===== config.mk =====
export PLATFORM = sky130hd
export DESIGN_NAME = reorder_buf
export DESIGN_NICKNAME = d
export VERILOG_FILES = /design/src/rtl/reorder_buf_pkg.sv /design/src/rtl/reorder_buf_ptr.sv /design/src/rtl/reorder_buf.sv
export SDC_FILE = /design/constraint.sdc
export NUM_CORES = 1
export LEC_CHECK = 0
export BUFFER_PORTS_ARGS = -buffer_cell sky130_fd_sc_hd__buf_4
export CELL_PAD_IN_SITES_DETAIL_PLACEMENT = 1
export CELL_PAD_IN_SITES_GLOBAL_PLACEMENT = 2
export CORE_MARGIN = 5
export CORE_UTILIZATION = 40
export DETAILED_ROUTE_END_ITERATION = 8
export GPL_TIMING_DRIVEN = 0
export PLACE_DENSITY = 0.76
export SETUP_SLACK_MARGIN = 0.15
export SLEW_MARGIN = 5
export SYNTH_ARGS = -nofsm -noshare
export SYNTH_HDL_FRONTEND = slang
export SYNTH_SLANG_ARGS = --single-unit

===== constraint.sdc =====
create_clock -name clk -period 7.8 [get_ports clk]
set_clock_uncertainty 0.1 [all_clocks]
set_input_delay 0 -clock clk [delete_from_list [all_inputs] [get_ports clk]]
set_output_delay 0 -clock clk [all_outputs]
set_load 0.01 [all_outputs]

===== src/rtl/reorder_buf_pkg.sv =====
// Shared types and constants for the reorder buffer: entry layout,
// architectural register type and the active-low enable encoding.
package reorder_buf_pkg;

    localparam int   RobDepth = 16;
    localparam logic Enable_  = 1'b0;
    localparam logic Disable_ = 1'b1;

    typedef logic [4:0] RegFile_t;

    typedef struct packed {
        logic     valid;
        logic     done;
        RegFile_t rd;
    } RobEntry_t;

endpackage


===== src/rtl/reorder_buf_ptr.sv =====
// Wrapping pointer for the reorder buffer; rolls over modulo 2**W.
module reorder_buf_ptr #(
    parameter int W = 4
) (
    input  logic         clk,
    input  logic         reset_,
    input  logic         clr_i,
    input  logic         inc_i,
    output logic [W-1:0] ptr_o
);

    logic [W-1:0] ptr_q;
    logic [W-1:0] ptr_d;

    always_comb begin
        ptr_d = ptr_q;
        if (clr_i) begin
            ptr_d = '0;
        end else if (inc_i) begin
            ptr_d = ptr_q + W'(1);
        end
    end

    always_ff @(posedge clk or negedge reset_) begin
        if (!reset_) begin
            ptr_q <= '0;
        end else begin
            ptr_q <= ptr_d;
        end
    end

    assign ptr_o = ptr_q;

endmodule


===== src/rtl/reorder_buf.sv =====
// Circular reorder buffer: allocates at dispatch, marks done on writeback,
// retires strictly in program order, one entry per cycle.
module reorder_buf
    import reorder_buf_pkg::*;
#(
    parameter int ROB_DEPTH = RobDepth,
    parameter int ROB       = $clog2(ROB_DEPTH)
) (
    input  logic           clk,
    input  logic           reset_,
    input  logic           flush_,
    input  logic           dec_e_,
    input  RegFile_t       dec_rd,
    output logic [ROB-1:0] dec_rob_id,
    output logic           busy,
    input  logic           wb_e_,
    input  logic [ROB-1:0] wb_rob_id,
    output logic           commit_e_,
    output RegFile_t       commit_rd,
    output logic [ROB-1:0] commit_rob_id
);

    localparam logic [ROB:0] FullCount = ROB_DEPTH[ROB:0];

    RobEntry_t      entries_q [ROB_DEPTH];
    RobEntry_t      entries_d [ROB_DEPTH];
    logic [ROB:0]   count_q;
    logic [ROB:0]   count_d;
    logic [ROB-1:0] head;
    logic [ROB-1:0] tail;
    logic           flush_act;
    logic           disp_ok;
    logic           commit_ok;

    assign flush_act = (flush_ == Enable_);
    // busy looks only at registered count, so a same-cycle commit never frees a slot
    assign busy      = (count_q == FullCount);
    assign disp_ok   = (dec_e_ == Enable_) && !busy;
    assign commit_ok = entries_q[head].valid && entries_q[head].done;

    assign commit_e_     = commit_ok ? Enable_ : Disable_;
    assign commit_rd     = entries_q[head].rd;
    assign commit_rob_id = head;
    assign dec_rob_id    = tail;

    reorder_buf_ptr #(.W(ROB)) u_head (
        .clk    (clk),
        .reset_ (reset_),
        .clr_i  (flush_act),
        .inc_i  (commit_ok),
        .ptr_o  (head)
    );

    reorder_buf_ptr #(.W(ROB)) u_tail (
        .clk    (clk),
        .reset_ (reset_),
        .clr_i  (flush_act),
        .inc_i  (disp_ok),
        .ptr_o  (tail)
    );

    always_comb begin
        entries_d = entries_q;
        count_d   = count_q;
        if (flush_act) begin
            for (int i = 0; i < ROB_DEPTH; i++) begin
                entries_d[i].valid = 1'b0;
                entries_d[i].done  = 1'b0;
            end
            count_d = '0;
        end else begin
            if ((wb_e_ == Enable_) && entries_q[wb_rob_id].valid) begin
                entries_d[wb_rob_id].done = 1'b1;
            end
            if (commit_ok) begin
                entries_d[head].valid = 1'b0;
            end
            if (disp_ok) begin
                entries_d[tail].valid = 1'b1;
                entries_d[tail].done  = 1'b0;
                entries_d[tail].rd    = dec_rd;
            end
            if (disp_ok && !commit_ok) begin
                count_d = count_q + (ROB+1)'(1);
            end else if (!disp_ok && commit_ok) begin
                count_d = count_q - (ROB+1)'(1);
            end
        end
    end

    always_ff @(posedge clk or negedge reset_) begin
        if (!reset_) begin
            for (int i = 0; i < ROB_DEPTH; i++) begin
                entries_q[i] <= '0;
            end
            count_q <= '0;
        end else begin
            entries_q <= entries_d;
            count_q   <= count_d;
        end
    end

endmodule


# Yosys cells after proc, flatten, opt, wreduce, memory -nomap -nowiden
# Cells that the tools add are included.
# W data, S select, Z words.
# totals
register_bits	125
in_bits	14
word_cells	131
# classes
n_addsub	4
n_lt_le_gt_ge	6
eq_ne	4
muxes	50
n_bitwise	5
reduce_logical	11
# ops
cell	count
$bwmux W112	5
$mux W112	5
$demux W7 S4	5
$bmux W7 S4	2
$mux W7	6
$mux W2	16
$mux W5	4
$mux W4	4
$ge A5 B5 Y1 const B	3
$lt A5 B1 Y1 const B	3
$not A4 Y5	3
$mux W6	2
$add A4 B1 Y4 const B	2
$logic_and A1 B1 Y1	8
$add A5 B1 Y5 const B	1
$eq A5 B5 Y1 const B	1
$sub A5 B1 Y5 const B	1
$ne A2 B1 Y1 const B	2
$logic_not A1 Y1	3
$ne A3 B1 Y1 const B	1
$not A1 Y1	2
$mux W1	1

# Depth between registers and ports, before layout
# Gate-level depths: netlist (run 1).
# depth
ltp_word	16
ltp_mapped	13

# Hierarchy
# From an unflattened synthesis (run 1), not the netlist that was laid out.
# hier_totals
hier_cells	498
hier_area_um2	6428.7
# by_module_without_submodules
module	n_inst	cells_each	area_per_inst_um2
reorder_buf	1	466	6043.3
reorder_buf_ptr	2	16	192.7

# Worst setup path after synthesis (run 1)
# No wires, ideal clock.
# synth_timing
path_type	register -> register
from	register u_head.ptr_q[0], in the netlist u_head.ptr_o[0]
to	register count_q[4]
arrival_ps	2981
t_required_ps	7563
slack_ps	4582
path_stages_with_launch	14
path_buffers	1
period_less_slack_ps	3218
cell_sequence	dfrtp_1 -> buf_6 -> mux4_2 -> nand2_1 -> and4_4 -> nor2_1 -> inv_2 -> nand2_1 -> fa_1 -> a21o_1 -> a21oi_1 -> a21oi_1 -> o211ai_1 -> o311ai_1
# synth_via
elab_chain_len	9
word_cells_on_any_way	11
cone_classes	eq/ne: 1; mux: 5; bitwise: 1; reduce/logical: 4
# synth_lines
item	line	text
start: declaration	reorder_buf_ptr.sv:12	logic [W-1:0] ptr_q;
start signal: assignment	reorder_buf_ptr.sv:28	ptr_q <= ptr_d;
$not A4 Y5 (not written as such) *	reorder_buf.sv:39	assign commit_ok = entries_q[head].valid && entries_q[head].done;
$bmux W7 S4 *	reorder_buf.sv:39	
$mux W7 * (2 in a row)	n/a	
$logic_and A1 B1 Y1 *	reorder_buf.sv:39	
$logic_not A1 Y1	reorder_buf.sv:83	if (disp_ok && !commit_ok) begin
$logic_and A1 B1 Y1	reorder_buf.sv:83	
$mux W5	reorder_buf.sv:83	
$mux W5	reorder_buf.sv:65	if (flush_act) begin
end signal: assignment	reorder_buf.sv:99	count_q <= count_d;
end: declaration	reorder_buf.sv:27	logic [ROB:0] count_q;
# Every way passes the cells marked *; elsewhere a longest branch is shown, timed or not. The select of a mux whose other input is x is not followed.
# A chain may end at the register's enable or synchronous reset.

# Worst setup path in the final report (run 1)
# Ends and elaborated chain as after synthesis.

==> results.py, run 1 <==
metrics = {
    "finish": {
        "regArea_um2": 3130,
        "syn2layout_area_growth_pct": 18.7,
        "antenna_cells": 0,
        "fillers": 1626,
        "postLayoutCellArea_um2": 7740,
        "multiInputGateArea_um2": 3190,
        "drive_above_1_share": 0.355,
        "fin_nets": 596,
        "final_core_util": 0.485,
    },
    "yosys": {
        "yosys_warnings": 0,
        "synth-seq-cells": 125,
        "synth.area.top_cells": "dfrtp_1, mux2_2, mux4_2",
        "syn_avg_cell_area_um2": 12.8,
        "synth_nets": 536,
        "synth_cell_types": 51,
        "synthTopCellsByCount": "dfrtp_1, mux2_2, nand2_1",
        "yosysSeqAreaShare": 0.480,
        "netlist.area_leader.share": 0.480,
        "ys.flop_type": "dfrtp_1",
        "synth_top_area_cell": "dfrtp_1",
        "synth-edff-count": 0,
        "syn_area_um2": 6520,
        "synthArstFlopShare": 1.00,
        "synthCells": 510,
        "synthMostInstantiatedCell": "dfrtp_1",
    },
    "worst_setup_path": {
        "worst_ep_arrival_time_ps": 3870,
        "critical_path_class": "register to register",
        "rr_endpoint": "count_q[4]",
        "cp-start-kind": "register",
        "worst-r2r-setup-slack_ps": 4120,
        "endpoint_kind": "register",
        "worstRegToRegCells": 13,
        "r2r-start": "u_head.ptr_o[0]",
        "path_max_fanout": 10,
        "cp_data_required_time_ps": 7990,
    },
    "placed_design": {
        "placed_cell_area_um2": 7020,
        "routabilityCongestion": 0.782,
        "port_buffers": 26,
        "hpwl_mm": 12.9,
    },
    "global_route": {
        "grt_pass1_wl_mm": 29.9,
        "grt_use_total": 0.214,
        "grt_max_degree": 98,
        "gr-total-overflow": 0,
        "grt_pass1_vias": 5276,
        "grt_antenna_before_repair": 0,
    },
    "detailed_routing": {
        "drt_wl_total_mm": 18.7,
        "num_vias": 4565,
        "route.detailed.drc": 0,
        "ant_nets": 0,
        "post_drt_wl_per_cell_um": 23.4,
        "drtIter0Drc": 216,
        "dr.pass1.iters": 4,
        "vias_per_cell": 5.73,
    },
    "floorplanning": {
        "die_x_um": 138,
        "rows": 46,
        "start_util": 0.409,
        "ios": 29,
        "dieHeight_um": 138,
        "coreArea_um2": 15900,
        "die-area_um2": 19000,
    },
    "clocking": {
        "post_cts_buffers": 0,
        "root_buffer": "clkbuf_16",
        "insertion_delay_ps": 430,
        "numClockSinks": 125,
        "cts_buffer_depth": 2,
        "clk_pin_slew_ps": 60,
        "cts_max_level": 4,
        "cts_buffers": 17,
        "cts_resized": 0,
        "cts_tree": "yes",
        "holdBufCountCts": 14,
    },
    "timing": {
        "rsz0062_at_grt": "no",
        "hold_viol": 0,
        "setup_violations": 0,
        "worstMarginPinSlew_ps": 767,
        "post-route-period-util": 0.472,
        "max_freq_mhz": 272,
        "report.final.slew_viol_count": 0,
        "relSlewSlack": 0.488,
        "fin_crit_ps": 3680,
        "fin_hold_ws_ps": 35.4,
        "finalSetupTns_ps": 0,
    },
    "pwr": {
        "power_density_nw_per_um2": 226,
        "power_mw": 1.75,
        "irDropWorstVdd_uv": 177,
        "p_leak_nw": 3.50,
    },
    "worst_hold_path": {
        "hold_path.class": "input port to register",
        "whs_endpoint": "entries_q[33]",
        "hp-start": "wb_rob_id[3]",
        "whs_path_depth": 4,
    },
    "outcome": {
        "outcome": "complete, no violations",
    },
    "run": {
        "drv_cap": 0,
    },
}
critical path, cell delays in order (launching register included):
cell and delay, ps:
dfrtp_1 590, buf_6 250, mux4_2 550, nand2_2 120, and4_4 290, nor2_1 90, inv_2 110, nand2_1 140
fa_1 450, a21o_1 200, a21oi_1 220, a21oi_1 100, o211ai_1 210, o311ai_1 130
worst max-delay path by stage:
stage | from | endpoint | slack, ps | cells past startpoint
floorplan | u_head.ptr_o[0] | count_q[4] | 4580 | 13
global route | u_head.ptr_o[0] | count_q[4] | 3940 | 13
CTS | u_head.ptr_o[0] | count_q[4] | 4100 | 13
detailed placement | u_head.ptr_o[0] | count_q[4] | 4090 | 13
finish | u_head.ptr_o[0] | count_q[4] | 4120 | 13
global placement | u_head.ptr_o[0] | count_q[4] | 4200 | 13
report_power, final:
part	total, mW	switching [mW]	internal, mW
registers	0.737	0.0351	0.701
clock network	0.776	0.296	0.481
logic	0.239	0.120	0.120
registers in the layout, summed over array words and instances (netlist names):
name	flops
count_q	5
u_tail.ptr_o	4
u_head.ptr_o	4
entries_q	112
area by class of cell:
type                            count  share of cell area
Multi-Input combinational cell    346               0.412
Sequential cell                   125               0.404
Clock buffer                       19              0.0585
Timing Repair Buffer               41              0.0487
Tap cell                          216              0.0349
Buffer                             32              0.0233
Clock inverter                     10              0.0152
Inverter                            7             0.00339
cells by family after synthesis:
kind of cell	share of synthesized area
AND/OR/NAND/NOR	0.110
flip-flops	0.480
multiplexers	0.271
XOR/XNOR	0.00672
AO/OA/AOI/OAI	0.0763
adder cells (fa/ha/maj)	0.0242
buffers and inverters	0.0317
through the flow:
stage               std cells  setup WS [ps]
floorplan                 510           4580
global placement          752           4200
detailed placement        753           4090
CTS                       796           4100
global route              796           3940
finish                    796           4120
layer usage:
layer / track usage / wire [um]
met5: 0 / 0
met1: 0.258 / 7720
met3: 0.0493 / 630
met2: 0.373 / 9810
met4: 0.0768 / 484
layout by cell type (no fill, tap or decap), types with 6 or more instances in the layout:
cell,count
a21oi_1,23
buf_2,8
buf_4,26
buf_6,7
clkbuf_1,13
clkbuf_16,17
dfrtp_1,125
dlygate4sd3_1,13
ha_1,11
inv_1,6
mux2_2,80
mux4_2,33
nand2_1,43
nand3_1,15
nand3_2,12
nor2_1,33
o21ai_0,19
o311ai_1,11
Power figures use the tool's default switching activity.
==> inputs of run 2 (changes only) <==
- clock period: 7.8 -> 3.7 ns (I/O delays scaled with it)
==> results.py, run 2 (synthesis gave the netlist of run 1 again) <==
metrics = {
    "worst_setup_path": {
        "path_max_fanout": 10,
        "cp-start-kind": "register",
        "worst_ep_arrival_time_ps": 3580,
        "critPathMaxStageDelay_ps": 540,
        "endpoint": "count_q[4]",
        "r2r-start": "u_head.ptr_o[0]",
        "worst-r2r-setup-slack_ps": 310,
        "worstRegToRegCells": 13,
        "crit_chain": "buf_6, mux4_2, nand2_2, and4_4, nor2_1, inv_2, nand2_1, fa_1, a21o_1, a21oi_2, a21oi_1, o211ai_1, o311ai_1",
        "slowest_stage": "mux4_2",
        "cp_data_required_time_ps": 3890,
        "endpoint_kind": "register",
        "critPathLaunch": "u_head.ptr_o[0]",
        "rr_endpoint": "count_q[4]",
        "critical_path_class": "register to register",
    },
    "global_route": {
        "grt_pass1_wl_mm": 29.9,
        "grt_max_degree": 98,
        "gr-total-overflow": 0,
        "grt_use_total": 0.214,
        "grt_pass1_vias": 5289,
        "grt_antenna_before_repair": 0,
    },
    "outcome": {
        "outcome": "complete, no violations",
    },
    "finish": {
        "top_register": "entries_q",
        "drive_above_1_share": 0.366,
        "largest_reg_flops": 112,
        "fillers": 1628,
        "postLayoutCellArea_um2": 7770,
        "final_cell_mix": "dfrtp_1, mux2_2, nand2_1, nor2_1, mux4_2",
        "syn2layout_area_growth_pct": 19.1,
        "reg.largest.list": "entries_q (112), count_q (5)",
        "fin_nets": 598,
        "final_common_cell": "dfrtp_1",
        "antenna_cells": 0,
    },
    "detailed_routing": {
        "post_drt_wl_per_cell_um": 23.3,
        "drt_wl_total_mm": 18.6,
        "route.detailed.drc": 0,
        "num_vias": 4579,
        "vias_per_cell": 5.74,
        "drtIter0Drc": 199,
        "dr.pass1.iters": 4,
        "ant_nets": 0,
    },
    "floorplanning": {
        "die-area_um2": 19000,
        "coreArea_um2": 15900,
        "die_x_um": 138,
        "dieHeight_um": 138,
        "ios": 29,
        "start_util": 0.409,
        "rows": 46,
    },
    "timing": {
        "relSlewSlack": 0.496,
        "setup_violations": 0,
        "hold_viol": 0,
        "max_freq_mhz": 295,
        "fin_hold_ws_ps": 31.2,
        "report.final.slew_viol_count": 0,
        "fin_crit_ps": 3390,
        "worstMarginPinSlew_ps": 754,
        "post-route-period-util": 0.915,
        "rsz0062_at_grt": "no",
    },
    "pwr": {
        "intPower_mw": 2.75,
        "irDropWorstVdd_uv": 372,
        "switching_share": 0.258,
        "p_seq_frac": 0.420,
        "p_comb_frac": 0.137,
        "p_leak_nw": 3.52,
        "p_clk_frac": 0.443,
        "power_density_nw_per_um2": 476,
        "net-switching-power_uw": 952,
    },
    "placed_design": {
        "port_buffers": 26,
        "routabilityCongestion": 0.782,
        "placed_cell_area_um2": 7020,
        "hpwl_mm": 12.9,
    },
    "clocking": {
        "cts_buffers": 17,
        "root_buffer": "clkbuf_16",
        "cts_max_level": 4,
        "numClockSinks": 125,
        "cts_buffer_depth": 2,
        "cts_tree": "yes",
        "clk_pin_slew_ps": 60,
        "insertion_delay_ps": 420,
    },
    "run": {
        "drv_cap": 0,
    },
    "worst_hold_path": {
        "hold_path.class": "input port to register",
        "hp-start": "wb_rob_id[3]",
    },
}
[run 2: per-stage QoR]
stage               setup TNS [ps]  setup slack (ps)  utilization  power [mW]  std cells
floorplan                        0               482            -        1.87        510
global placement                 0              98.4        0.438        2.03        752
detailed placement           -10.5             -10.5        0.440        2.07        753
CTS                              0               207        0.487        3.73        798
global route                     0               168        0.487        3.84        798
finish                           0               315        0.487        3.70        798
[run 2: cell type report]
type / count / area [um2] / share of cell area
tap: 216 / 270 / 0.0348
clock inverter: 10 / 118 / 0.0151
multi-input combinational: 346 / 3190 / 0.411
timing repair buffer: 43 / 392 / 0.0504
inverter: 7 / 26.3 / 0.00338
sequential: 125 / 3130 / 0.403
buffer: 32 / 184 / 0.0237
clock buffer: 19 / 453 / 0.0583
[run 2: how the worst min path moves through the flow]
stage / endpoint / slack, ps / cells after the start
2_1_floorplan: count_q[0] / -400 / 0
3_3_place_gp: entries_q[11] / 190 / 2
3_5_place_dp: entries_q[75] / -200 / 1
4_1_cts: entries_q[61] / 10 / 4
5_1_grt: entries_q[33] / 50 / 4
6_report: entries_q[47] / 30 / 4
[run 2: worst max-delay path: cells and delay by family, from the launching register on]
| family | cells | cell delay, ps |
|---|---|---|
| multiplexers | 1 | 540 |
| flip-flops | 1 | 390 |
| AO/OA/AOI/OAI | 5 | 810 |
| adder cells (fa/ha/maj) | 1 | 450 |
| AND/OR/NAND/NOR | 4 | 650 |
| buffers and inverters | 2 | 310 |
[run 2: timing repair]
item / CTS / global route
setup endpoints to repair: 2 / 3
setup buffers: 2 / 0
resized for setup: 2 / 5
pin swaps: 0 / 0
hold buffers: 14 / 0
gates cloned: 0 / 0
endpoints found under the hold margin: 173 / 0
[run 2: power groups by stage]
stage | sequential, mW | combinational (mW) | clock, mW
5_1_grt | 1.56 | 0.554 | 1.72
3_3_place_gp | 1.56 | 0.473 | 0
2_1_floorplan | 1.55 | 0.322 | 0
6_report | 1.55 | 0.508 | 1.64
3_5_place_dp | 1.57 | 0.493 | 0
4_1_cts | 1.55 | 0.511 | 1.66
[run 2: routing by layer]
metal | share of wire | track usage | up-vias
met5 | 0 | 0 | -
met4 | 0.025 | 0.0785 | 0
met3 | 0.037 | 0.0493 | 32
met2 | 0.53 | 0.374 | 85
met1 | 0.41 | 0.257 | 2422
li1 | - | - | 2040
